[config.mk]
export PLATFORM = sky130hd
export DESIGN_NAME = sram_rmw_512x32_front
export DESIGN_NICKNAME = d
export VERILOG_FILES = /design/src/rtl/sram_rmw_512x32_front.sv
export SDC_FILE = /design/constraint.sdc
export NUM_CORES = 1
export LEC_CHECK = 0
export BUFFER_PORTS_ARGS = -buffer_cell sky130_fd_sc_hd__clkbuf_2
export CAP_MARGIN = 20
export CORE_MARGIN = 3
export CORE_UTILIZATION = 25
export CTS_CLUSTER_SIZE = 30
export DETAILED_ROUTE_END_ITERATION = 16
export GPL_TIMING_DRIVEN = 0
export SLEW_MARGIN = 40
export SYNTH_ARGS = -nofsm -noshare
export SYNTH_HDL_FRONTEND = slang
export SYNTH_SLANG_ARGS = --single-unit
[constraint.sdc]
create_clock -name MEMCLK -period 2.53 [get_ports MEMCLK]
set_input_delay 0.253 -clock MEMCLK [delete_from_list [all_inputs] [get_ports MEMCLK]]
set_output_delay 0.253 -clock MEMCLK [all_outputs]
set_load 0.1 [all_outputs]
[src/rtl/sram_rmw_512x32_front.sv]
// Bit-write front end for the 512x32 whole-word SRAM macro.
// Reads and full-word writes go straight through. A partial-mask write becomes
// a pre-read followed by a merged whole-word write, and the client is stalled
// for the merge cycle.
module sram_rmw_512x32_front #(
  parameter int unsigned ADDR_W = 9,
  parameter int unsigned DATA_W = 32,
  parameter int unsigned CNT_W  = 16
) (
  input  logic              MEMCLK,
  input  logic              RESET,
  input  logic              CE,
  input  logic [ADDR_W-1:0] A,
  input  logic              RDWEN,
  input  logic [DATA_W-1:0] BW,
  input  logic [DATA_W-1:0] DIN,
  output logic              READY,
  output logic [DATA_W-1:0] DOUT,
  output logic              DOUT_VAL,
  output logic [CNT_W-1:0]  RMW_COUNT,
  output logic              SRAM_CE,
  output logic [ADDR_W-1:0] SRAM_A,
  output logic              SRAM_RDWEN,
  output logic [DATA_W-1:0] SRAM_BW,
  output logic [DATA_W-1:0] SRAM_DIN,
  input  logic [DATA_W-1:0] SRAM_DOUT
);

  typedef enum logic {IDLE, MERGE} state_t;

  state_t              state, state_nx;
  logic                rd_pend;
  logic [ADDR_W-1:0]   hold_a;
  logic [DATA_W-1:0]   hold_bw;
  logic [DATA_W-1:0]   hold_din;
  logic [CNT_W-1:0]    rmw_cnt;
  logic                req_rd, req_full, req_part;

  // Classify the request offered this cycle (only meaningful while idle).
  always_comb begin
    req_rd   = 1'b0;
    req_full = 1'b0;
    req_part = 1'b0;
    if (state == IDLE && CE) begin
      req_rd   = RDWEN;
      req_full = ~RDWEN & (BW == '1);
      req_part = ~RDWEN & (BW != '0) & (BW != '1);
    end
  end

  // State register.
  always_ff @(posedge MEMCLK or posedge RESET) begin
    if (RESET) state <= IDLE;
    else       state <= state_nx;
  end

  // Next state: a partial write spends exactly one cycle in MERGE.
  always_comb begin
    state_nx = state;
    case (state)
      IDLE:    if (req_part) state_nx = MERGE;
      MERGE:   state_nx = IDLE;
      default: state_nx = IDLE;
    endcase
  end

  // Read-pending flag, hold registers and saturating RMW counter.
  always_ff @(posedge MEMCLK or posedge RESET) begin
    if (RESET) begin
      rd_pend  <= 1'b0;
      hold_a   <= '0;
      hold_bw  <= '0;
      hold_din <= '0;
      rmw_cnt  <= '0;
    end else begin
      rd_pend <= req_rd;
      if (req_part) begin
        hold_a   <= A;
        hold_bw  <= BW;
        hold_din <= DIN;
      end
      if (state == MERGE && rmw_cnt != '1) rmw_cnt <= rmw_cnt + CNT_W'(1);
    end
  end

  // SRAM and client outputs; IDLE passes client inputs through, MERGE uses held values.
  always_comb begin
    READY      = (state == IDLE);
    SRAM_CE    = 1'b0;
    SRAM_A     = A;
    SRAM_RDWEN = 1'b1;
    SRAM_BW    = '1;
    SRAM_DIN   = DIN;
    case (state)
      IDLE: begin
        SRAM_CE    = req_rd | req_full | req_part;
        SRAM_RDWEN = ~req_full;
      end
      MERGE: begin
        SRAM_CE    = 1'b1;
        SRAM_A     = hold_a;
        SRAM_RDWEN = 1'b0;
        SRAM_DIN   = (SRAM_DOUT & ~hold_bw) | (hold_din & hold_bw);
      end
      default: ;
    endcase
    DOUT_VAL  = rd_pend;
    DOUT      = rd_pend ? SRAM_DOUT : '0;
    RMW_COUNT = rmw_cnt;
  end

endmodule

==> impl_metrics.tcl <==
set metrics [dict create \
    hold_viol 0 \
    grt_use_total_pct 13.7 \
    clk_latency_ns 0.34 \
    crit_required_ns 2.28 \
    setup_viol 0 \
    synth_area_per_cell_sq_um 11.8 \
    die_x_um 148 \
    p_sw_uw 2330 \
    ir_drop_v 0.000765 \
    port_buffers 201 \
    final-max-slew-violation-count 0 \
    numCtsBuffers 9 \
    synth-seq-area-share_pct 45.0 \
    drtIter0Drc 95 \
    die-area_sq_um 22000 \
    setup.worst_path.class "flop to output port" \
    rows 51 \
    drc 0 \
    synthToLayoutAreaGrowth_pct 40.0 \
    place_congestion 0.762 \
    grt_start_max_net_pins 22 \
    htreeDepth 3 \
    syn_inst 429 \
    p_per_area_nw_per_um2 780 \
    layout.cells.most_common "clkbuf_2" \
    cts_sinks 91 \
    reg2regPathDepth 6 \
    power_uw 5530 \
    ys_warn_count 0 \
    regArea_sq_um 2280 \
    clk_pin_slew_worst_paths_ns 0.07 \
    cp_max_fo 10 \
    sw_frac_of_total_pct 42.2 \
    pin_count 234 \
    grt_first_pass_wirelength_um 23000 \
    layout_setup_ws_ns 0.216 \
    grt_pass1_vias 3983 \
    dp_slack_ns -0.410 \
    leakage_uw 0.00349 \
    holdPathStages 2 \
    rsz0062_at_grt "no" \
    period_share_pct 91.5 \
    routedWlPerCell_um 16.2 \
    synth_area_sq_um 5060 \
    p_comb_share_pct 39.7 \
    layout_common_cells "clkbuf_2 (196), dfrtp_1 (90), mux2_4 (50), nor2_1 (36), buf_4 (34)" \
    critPathLaunchType "flop" \
    r2r-end "hold_bw[3]" \
    cts_tree "built" \
    min_from "A[8]" \
    power.clock.fraction_pct 26.0 \
    layout-drive-gt1-share_pct 56.2 \
    finalCriticalPeriod_ns 2.31 \
    hold_class "input pin to flop" \
    timing.fmax_mhz 432 \
    critPathArrivalTime_ns 2.06 \
    dp.cells 930 \
    hpwl_um 12200 \
    reg2reg_slack_ns 0.62 \
    p_seq_share_pct 34.3 \
    via_count 3953 \
    rr_startpoint "state" \
    fin_skew_ns 0.00827 \
    die_h_um 148 \
    tightestPinTransition_ns 0.606 \
    routed_via_density 4.18 \
    finalNetCount 786 \
    whs_endpoint "hold_a[8]" \
    cell_internal_pwr_uw 3190 \
    ant_nets 0 \
    maxCapViolCount 0 \
    core_sq_um 19700 \
    slew_headroom_pct 59.8 \
    antenna_found_initial 0 \
    grt_overflow 0 \
    clockBufferDepth 2 \
    clockRootBuffer "clkbuf_16" \
    n_antenna_cell 0 \
    drt_pass1_iterations 4 \
    run_status "finished, final reports clean" \
    ys_types 32 \
    stdcell_count 945 \
    multi_input_area_sq_um 2630 \
    ys_ff_latch 91 \
    initial_core_util_pct 25.8 \
    cp-end-kind "output port" \
    routed_wl_um 15400 \
    nFillCells 2035 \
]
## state kept, by name, summed over array words and instances (netlist names)
register   cells
hold_a         9
hold_bw       32
hold_din      32
DOUT_VAL       1
state          1
RMW_COUNT     16
## Yosys cell counts (all sizes together)
cell    count  area (sq um)
dfrtp      91          2280
mux2       83          1120
buf        43           329
nor2       36           135
a21oi      33           169
and2       33           206
mux2i      32           320
nand4      15          93.8
xnor2      12           105
nor4       10          75.1
clkbuf      9          33.8
nand3       9          45.0
and3        4          25.0
nand2       4          15.0
xor2        3          26.3
inv         2          7.51
a211o       1          8.76
a21o        1          7.51
a31oi       1          6.26
and4        1          8.76
conb        1          3.75
ha          1          12.5
nor3b       1          7.51
o21a        1          7.51
o21ai       1          5.00
o31a        1          8.76
## layout make-up
| type | instances | area share, % |
|---|---|---|
| Buffer | 51 | 5.31 |
| Clock buffer | 9 | 3.18 |
| Clock inverter | 6 | 1.25 |
| Inverter | 2 | 0.159 |
| Multi-Input combinational cell | 315 | 37.1 |
| Sequential cell | 91 | 32.1 |
| Tap cell | 265 | 4.68 |
| Timing Repair Buffer | 206 | 16.1 |
## cell families (layout without fill, tap and decap cells)
logic type                 Yosys count  count (layout)  share of synthesized area, %
xor gates and xnor gates            15              15                          2.60
and+or+nand+nor                    113             113                          12.1
other                                1              32                        0.0741
AOI/OAI and AO/OA                   39              39                          4.20
muxes                              115             115                          28.5
adders and majority gates            1               1                         0.247
DFF                                 91              91                          45.0
buffers and inverters               54             274                          7.32
## per-layer routing
metal	up-vias	part of all wire (%)	track usage, %
met5	-	0	0
met4	0	1.1	3.28
met3	11	8.3	4.78
met2	148	46	22.2
met1	1844	45	17.7
li1	1950	-	-
## worst max-delay path, cell delays in order (launching register included)
cell and delay [ns]:
dfrtp_2 0.49, clkbuf_4 0.25, clkbuf_2 0.29, a21oi_1 0.19, clkbuf_2 0.48
## worst max-delay path by stage
stage | slack [ns] | end | from | cells after the start
floorplan | -0.21 | SRAM_DIN[12] | state | 4
global placement | -0.39 | SRAM_DIN[18] | state | 6
detailed placement | -0.41 | SRAM_DIN[20] | state | 6
CTS | 0.05 | SRAM_CE | state | 6
global route | 0.11 | SRAM_DIN[30] | state | 4
finish | 0.22 | SRAM_DIN[28] | state | 4
## power groups by stage
stage / registers (uW) / clock network (uW) / logic, uW
global placement: 1910 / 0 / 2160
detailed placement: 1920 / 0 / 2190
CTS: 1900 / 1500 / 2210
floorplan: 2160 / 0 / 1550
finish: 1900 / 1440 / 2190
global route: 1930 / 1560 / 2290
## timing repair
item | CTS | global route
hold buffers | 1 | 0
endpoints found under the hold margin | 11 | 0
gates resized for setup | 20 | 3
buffers inserted | 0 | 0
endpoints found under the setup margin | 43 | 2
## metrics by stage
stage	utilization, %	instance area (sq um)	setup TNS [ns]	hold slack [ns]
after detailed placement	34.2	6720	-7.78	0.245
after global routing	36.1	7090	0	0.138
after CTS	36.0	7080	0	0.132
final	36.1	7090	0	0.150
after global placement	33.7	6620	-7.50	0.482
after floorplan	-	5280	-1.63	0.401
No activity file was read; power rests on OpenSTA's default activity.
